<file path="src/rtl/hub75_bcm_driver.sv">
// HUB75 LED-matrix scan driver with binary-code-modulation colour depth.
// Define HUB75_DIM_EN to add a 2-bit dim input that shortens every display slot.
module hub75_bcm_driver #(
  parameter int COLS     = 32,
  parameter int ADDR_W   = 3,
  parameter int BPC      = 4,
  parameter int BASE_CYC = 8
) (
  input  logic                    clk,
  input  logic                    reset,
  input  logic                    en,
`ifdef HUB75_DIM_EN
  input  logic [1:0]              dim,
`endif
  output logic [ADDR_W-1:0]       pix_row,
  output logic [$clog2(COLS)-1:0] pix_col,
  input  logic [3*BPC-1:0]        pix_top,
  input  logic [3*BPC-1:0]        pix_bot,
  output logic                    r1,
  output logic                    g1,
  output logic                    b1,
  output logic                    r2,
  output logic                    g2,
  output logic                    b2,
  output logic [ADDR_W-1:0]       abc,
  output logic                    oclk,
  output logic                    lat,
  output logic                    oe_n,
  output logic                    frame_done
);
  localparam int CW = $clog2(COLS);
  localparam int PW = (BPC > 1) ? $clog2(BPC) : 1;
  localparam int DW = $clog2(BASE_CYC << (BPC - 1)) + 1;

  typedef enum logic [1:0] {
    IDLE    = 2'd0,
    SHIFT   = 2'd1,
    LATCH   = 2'd2,
    DISPLAY = 2'd3
  } state_t;

  state_t            state_r, state_nxt_s;
  logic [ADDR_W-1:0] row_r;
  logic [PW-1:0]     plane_r;
  logic [CW-1:0]     col_r;
  logic [1:0]        phase_r;
  logic [DW-1:0]     disp_cnt_r, slot_len_s, disp_len_s;
  logic              col_last_s, plane_last_s, disp_last_s, frame_end_s;
  logic              oclk_d_s, lat_d_s, oe_n_d_s, frame_done_d_s;
  logic [ADDR_W-1:0] abc_d_s;
  logic [BPC-1:0]    top_r_s, top_g_s, top_b_s, bot_r_s, bot_g_s, bot_b_s;

  assign top_r_s = pix_top[3*BPC-1:2*BPC];
  assign top_g_s = pix_top[2*BPC-1:BPC];
  assign top_b_s = pix_top[BPC-1:0];
  assign bot_r_s = pix_bot[3*BPC-1:2*BPC];
  assign bot_g_s = pix_bot[2*BPC-1:BPC];
  assign bot_b_s = pix_bot[BPC-1:0];

  assign col_last_s   = (col_r == CW'(COLS - 1));
  assign plane_last_s = (plane_r == PW'(BPC - 1));
  assign disp_last_s  = (disp_cnt_r == {DW{1'b0}});
  assign frame_end_s  = plane_last_s && (&row_r);
  assign slot_len_s   = DW'(BASE_CYC) << plane_r;

`ifdef HUB75_DIM_EN
  logic [DW-1:0] dim_len_s;
  assign dim_len_s  = slot_len_s >> dim;
  assign disp_len_s = (dim_len_s == {DW{1'b0}}) ? DW'(1'b1) : dim_len_s;
`else
  assign disp_len_s = slot_len_s;
`endif

  assign pix_row = row_r;
  assign pix_col = col_r;

  // State register
  always_ff @(posedge clk) begin
    if (reset) state_r <= IDLE;
    else       state_r <= state_nxt_s;
  end

  // Next-state logic; en only matters in IDLE and at the frame end
  always_comb begin
    state_nxt_s = state_r;
    case (state_r)
      IDLE: begin
        if (en) state_nxt_s = SHIFT;
        else    state_nxt_s = IDLE;
      end
      SHIFT: begin
        if ((phase_r == 2'd2) && col_last_s) state_nxt_s = LATCH;
        else                                 state_nxt_s = SHIFT;
      end
      LATCH: state_nxt_s = DISPLAY;
      DISPLAY: begin
        if (disp_last_s && frame_end_s && !en) state_nxt_s = IDLE;
        else if (disp_last_s)                  state_nxt_s = SHIFT;
        else                                   state_nxt_s = DISPLAY;
      end
      default: state_nxt_s = IDLE;
    endcase
  end

  // Panel control values to be registered at the end of this cycle
  always_comb begin
    oclk_d_s       = 1'b0;
    lat_d_s        = 1'b0;
    oe_n_d_s       = 1'b1;
    abc_d_s        = abc;
    frame_done_d_s = 1'b0;
    case (state_r)
      SHIFT:   oclk_d_s = (phase_r == 2'd2);
      LATCH: begin
        lat_d_s = 1'b1;
        abc_d_s = row_r;
      end
      DISPLAY: begin
        oe_n_d_s       = 1'b0;
        frame_done_d_s = disp_last_s && frame_end_s;
      end
      default: oe_n_d_s = 1'b1;
    endcase
  end

  // Panel control output registers
  always_ff @(posedge clk) begin
    if (reset) begin
      oclk       <= 1'b0;
      lat        <= 1'b0;
      oe_n       <= 1'b1;
      abc        <= {ADDR_W{1'b0}};
      frame_done <= 1'b0;
    end else begin
      oclk       <= oclk_d_s;
      lat        <= lat_d_s;
      oe_n       <= oe_n_d_s;
      abc        <= abc_d_s;
      frame_done <= frame_done_d_s;
    end
  end

  // Scan counters: phase within a column, column, plane, row, display slot
  always_ff @(posedge clk) begin
    if (reset) begin
      row_r      <= {ADDR_W{1'b0}};
      plane_r    <= {PW{1'b0}};
      col_r      <= {CW{1'b0}};
      phase_r    <= 2'd0;
      disp_cnt_r <= {DW{1'b0}};
    end else begin
      case (state_r)
        IDLE: begin
          row_r   <= {ADDR_W{1'b0}};
          plane_r <= {PW{1'b0}};
          col_r   <= {CW{1'b0}};
          phase_r <= 2'd0;
        end
        SHIFT: begin
          if (phase_r == 2'd2) begin
            phase_r <= 2'd0;
            if (!col_last_s) col_r <= col_r + CW'(1'b1);
          end else begin
            phase_r <= phase_r + 2'd1;
          end
        end
        LATCH: disp_cnt_r <= disp_len_s - DW'(1'b1);
        DISPLAY: begin
          if (disp_last_s) begin
            col_r <= {CW{1'b0}};
            if (plane_last_s) begin
              plane_r <= {PW{1'b0}};
              row_r   <= row_r + ADDR_W'(1'b1);
            end else begin
              plane_r <= plane_r + PW'(1'b1);
            end
          end else begin
            disp_cnt_r <= disp_cnt_r - DW'(1'b1);
          end
        end
        default: phase_r <= 2'd0;
      endcase
    end
  end

  // Colour bits: framebuffer data is valid in the second cycle of each column
  always_ff @(posedge clk) begin
    if (reset) begin
      {r1, g1, b1, r2, g2, b2} <= 6'b000000;
    end else if ((state_r == SHIFT) && (phase_r == 2'd1)) begin
      r1 <= top_r_s[plane_r];
      g1 <= top_g_s[plane_r];
      b1 <= top_b_s[plane_r];
      r2 <= bot_r_s[plane_r];
      g2 <= bot_g_s[plane_r];
      b2 <= bot_b_s[plane_r];
    end
  end

endmodule

</file>
<file path="config.mk">
export PLATFORM = sky130hd
export DESIGN_NAME = hub75_bcm_driver
export DESIGN_NICKNAME = d
export VERILOG_FILES = /design/src/rtl/hub75_bcm_driver.sv
export SDC_FILE = /design/constraint.sdc
export NUM_CORES = 1
export LEC_CHECK = 0
export ABC_AREA = 0
export CORE_AREA = 2 2 61 77
export DETAILED_ROUTE_END_ITERATION = 8
export DIE_AREA = 0 0 63 79
export PLACE_DENSITY = 0.73
export SETUP_SLACK_MARGIN = 0.15
export SLEW_MARGIN = 25
export SYNTH_ARGS = -nofsm -noshare
export SYNTH_HDL_FRONTEND = slang
export SYNTH_SLANG_ARGS = --single-unit
</file>
<file path="constraint.sdc">
create_clock -name clk -period 4.62 [get_ports clk]
set_input_delay 0.924 -clock clk [delete_from_list [all_inputs] [get_ports clk]]
set_output_delay 0.924 -clock clk [all_outputs]
set_load 0.01 [all_outputs]
</file>
==> results.txt <==
The final hold violation count came out at 0. After floorplanning, the core was divided into 27 placement rows. Data on the critical path arrives at its endpoint at 2620 ps. In the routed design, unresolved DRC markers number 0. The endpoint identified for the worst register-to-register timing path is disp_cnt_r[6]$_SDFFE_PP0P_.

The worst setup path is captured at a flip-flop. The number of flops mapped to enable cells by yosys is 0. The run finished with clean final reports. The worst pin sits at a relative slew slack of 0.433.

The hold path startpoint is abc[2]$_SDFFE_PP0P_. The power share of the sequential group came out at 0.518. The synthesized area per cell came out at 9.04 µm². The max-slew violation total from the final report is 0. The clock tree skew after final layout came out at 3.58 ps.

The die covers 4980 µm². The number of clock buffers inserted by TritonCTS is 5. Once detailed placement completed, the half-perimeter wirelength came to 3210 µm.

The number of nets still failing antenna checks after routing is 0. The count of state elements after synthesis is 34. The post-synthesis instance area is 1860 µm². The share of synthesized area occupied by flip-flops and latches came out at 0.366.

The required time at the worst-slack endpoint came out at 4830 ps. The total global routing track utilization came out at 0.188. The power share of the clock group came out at 0.398. The actual slew at the worst max-slew pin is 847 ps. The internal portion of the total power is 0.000447 W. Synthesis produced 206 cells. The post-route fraction of the period consumed by the critical path came out at 0.522. Entering global routing, the biggest net connects 31 pins.

The worst hold endpoint is abc[2]$_SDFFE_PP0P_. The dominant synthesized flop cell is sky130_fd_sc_hd__dfxtp_1. The maximum clock rate came out at 415 MHz.

By area the synthesized netlist is led by sky130_fd_sc_hd__dfxtp_1 (37%), sky130_fd_sc_hd__mux4_2 (7.3%), sky130_fd_sc_hd__ha_1 (6.0%). Across the VDD grid, the largest voltage drop is 0.178 mV. The power density over the cells is 237 nW/µm². The pre-antenna-repair detailed-routing pass consisted of 4 iterations. The placeable core region came out at 4290 µm². The number of placed instances, taps included, is 300. The worst setup path is launched from a flip-flop. The first global-routing pass estimated 7620 µm of wire. The launch instance of the worst register-to-register path is state_r[1]$_SDFF_PP0_. The global-route congestion overflow total came out at 0. After clock tree synthesis, the repair step resized 0 gates.

The total negative slack is 0 ps. The portion of total power attributed to combinational logic came out at 0.084. The number of maximum-capacitance violations came out at 0.

The post-route total power is 0.000582 W. The library cell used as clock root buffer is sky130_fd_sc_hd__clkbuf_8. The post-CTS setup-driven buffer insertion count is 0. The final setup violation count came out at 0.

The logic depth of the worst register-to-register path came out at 6. The number of levels in the clock H-tree came out at 2. The share of post-route cells with drive strength above 1 is 0.0920.

Of the total power, the share spent switching nets is 0.233. The final period demand of the worst path came out at 2410 ps. Once layout is complete, the cells apart from fillers number 308.

Setup repair after global routing left no endpoint under its margin. The detailed router's first-iteration violation count came out at 84. After detailed routing, the total wire length is 4430 µm.

The number of antenna diodes in the final layout is 0. The height of the chip is 79 µm. The x dimension of the die is 63 µm. The number of global-route vias before repair came out at 1702. The TritonCTS clock tree is done.

The top fanout value on the critical path is 24. The number of nets handed over by synthesis was 242. The type of the setup path with the least slack is flip-flop to flip-flop. Of all flip-flops after synthesis, the portion carrying an async set or reset was 0.

The static leakage is 0.842 nW. The initial core utilization came out at 0.434. The number of port buffers came out at 47. The number of fill cells in the layout came out at 400. The tree built by TritonCTS fans out to 34 sinks. The yosys synthesis warning count is 0. In this run, post-CTS hold repair placed 0 buffers. The minimum setup slack among reg-to-reg paths came out at 2210 ps.

After detailed routing, the average wire length per cell comes to 14.4 µm. The initial antenna violation count is 0. The congestion estimate from routability-driven global placement came to 0.852. The buffer levels on the longest clock path is 2. The final layout net count came out at 285. The via-per-instance ratio came out at 5.66. Summed over all instances, the cell type with the most area after synthesis is sky130_fd_sc_hd__dfxtp_1.

In this run the worst hold path is classified as flip-flop to flip-flop. The clock-pin slew reported for the worst setup and hold paths after clock tree synthesis is 70 ps. Of the post-synthesis cell area, the dominant cell type holds 0.366.

The net switching power came out at 0.000136 W. In this run, distinct cell masters in the synthesized netlist total 48. For the worst-skew pair, the clock arrives at the later sink with an insertion delay of 290 ps. The worst hold path passes through 2 cells. The synthesis-to-finish area growth is 31.9%. The final route contains 1742 vias. The total I/O pin count is 48. The final-layout worst hold slack is 463 ps.
==> metrics by stage <==
step                      cell area (µm²)   util  setup WS, ps
after floorplan                      1860      -          2600
after global placement               2360  0.551          1800
after detailed placement             2360  0.550          2250
after CTS                            2450  0.572          2230
after global routing                 2450  0.572          2080
final                                2450  0.572          2210
==> power groups by stage <==
stage	Combinational [W]	Clock (W)	Sequential, W
2_1_floorplan	0.0000231	0	0.000305
3_3_place_gp	0.0000487	0	0.000308
3_5_place_dp	0.0000492	0	0.000308
4_1_cts	0.0000493	0.000238	0.000301
5_1_grt	0.0000531	0.000251	0.000302
6_report	0.0000490	0.000232	0.000301
==> area by class of cell <==
class / count / area (µm²) / share of cell area
clock buffer: 6 / 82.6 / 0.0336
inverter: 8 / 30.0 / 0.0122
sequential: 34 / 681 / 0.277
tap: 58 / 72.6 / 0.0296
multi-input combinational: 152 / 1100 / 0.450
clock inverter: 2 / 12.5 / 0.00510
timing repair buffer: 48 / 473 / 0.193
==> sequential cells by signal, summed over array words and instances (netlist names) <==
name / count
g2: 1
lat: 1
r2: 1
abc: 3
pix_row: 3
oe_n: 1
state_r: 2
phase_r: 2
frame_done: 1
oclk: 1
b1: 1
pix_col: 5
g1: 1
disp_cnt_r: 7
r1: 1
b2: 1
plane_r: 2
==> worst max path at each step <==
stage | endpoint | cells past startpoint | start
final | disp_cnt_r[6]$_SDFFE_PP0P_ | 6 | state_r[1]$_SDFF_PP0_
after global routing | disp_cnt_r[4]$_SDFFE_PP0P_ | 6 | state_r[1]$_SDFF_PP0_
after CTS | disp_cnt_r[6]$_SDFFE_PP0P_ | 6 | state_r[1]$_SDFF_PP0_
after detailed placement | disp_cnt_r[4]$_SDFFE_PP0P_ | 6 | state_r[1]$_SDFF_PP0_
after global placement | pix_col[3]$_SDFFE_PP0P_ | 4 | reset
after floorplan | disp_cnt_r[5]$_SDFFE_PP0P_ | 7 | plane_r[0]$_SDFFE_PP0P_
==> synth_stat cells (2+ instances only) <==
cell                       instances
sky130_fd_sc_hd__a211oi_1          6
sky130_fd_sc_hd__a21oi_1          17
sky130_fd_sc_hd__a31oi_1           4
sky130_fd_sc_hd__and4_1            3
sky130_fd_sc_hd__buf_1             3
sky130_fd_sc_hd__buf_2             2
sky130_fd_sc_hd__clkbuf_1          7
sky130_fd_sc_hd__dfxtp_1          34
sky130_fd_sc_hd__ha_1              9
sky130_fd_sc_hd__inv_1             8
sky130_fd_sc_hd__mux2i_1           7
sky130_fd_sc_hd__mux4_2            6
sky130_fd_sc_hd__nand2_1          21
sky130_fd_sc_hd__nand2b_1          2
sky130_fd_sc_hd__nand3_1           6
sky130_fd_sc_hd__nand4_1           4
sky130_fd_sc_hd__nor2_1           17
sky130_fd_sc_hd__nor3_1            2
sky130_fd_sc_hd__nor3b_1           4
sky130_fd_sc_hd__nor4_1            3
sky130_fd_sc_hd__o21a_1            3
sky130_fd_sc_hd__o21ai_0           8
sky130_fd_sc_hd__or2_2             2
sky130_fd_sc_hd__or4_1             4
==> placed cells by master, fill, tap and decap left out, types with 2 or more instances in the layout <==
cell type	instances
sky130_fd_sc_hd__nor3_1	2
sky130_fd_sc_hd__nor4_1	3
sky130_fd_sc_hd__a211oi_1	6
sky130_fd_sc_hd__mux2i_1	7
sky130_fd_sc_hd__or4_1	4
sky130_fd_sc_hd__clkbuf_8	6
sky130_fd_sc_hd__nor3b_1	4
sky130_fd_sc_hd__nand3_1	6
sky130_fd_sc_hd__nor2_1	17
sky130_fd_sc_hd__ha_1	9
sky130_fd_sc_hd__nand2b_1	2
sky130_fd_sc_hd__mux4_2	6
sky130_fd_sc_hd__a21oi_1	17
sky130_fd_sc_hd__inv_1	8
sky130_fd_sc_hd__o21a_1	3
sky130_fd_sc_hd__clkdlybuf4s50_1	46
sky130_fd_sc_hd__or2_2	2
sky130_fd_sc_hd__nand4_1	4
sky130_fd_sc_hd__and4_1	3
sky130_fd_sc_hd__dfxtp_1	34
sky130_fd_sc_hd__o21ai_0	8
sky130_fd_sc_hd__nand2_1	21
sky130_fd_sc_hd__a31oi_1	4
==> worst max-delay path, cell delays in order, from the launching register on <==
cell and delay (ps):
sky130_fd_sc_hd__dfxtp_1 820, sky130_fd_sc_hd__and2_1 420, sky130_fd_sc_hd__nand2_1 130, sky130_fd_sc_hd__ha_1 270, sky130_fd_sc_hd__a311oi_1 380, sky130_fd_sc_hd__nor4_1 100, sky130_fd_sc_hd__a211oi_1 200
==> cells by family (layout without fill, tap and decap cells) <==
| kind of cell | count (synthesis) | in the layout | share of synthesized area |
|---|---|---|---|
| flops | 34 | 34 | 0.366 |
| fa+ha+maj | 9 | 9 | 0.0605 |
| buf+inv | 20 | 64 | 0.0417 |
| mux | 13 | 13 | 0.110 |
| compound gates | 52 | 52 | 0.185 |
| simple gates | 78 | 78 | 0.237 |
==> routing by layer <==
metal  vias to the layer above  wire, µm  global-route usage
met2                        63      2210               0.317
li1                        858         -                   -
met4                         0        72              0.0644
met5                         -         0                   0
met3                         8       321              0.0524
met1                       813      1830               0.229
No activity file was read; power rests on OpenSTA's default activity.
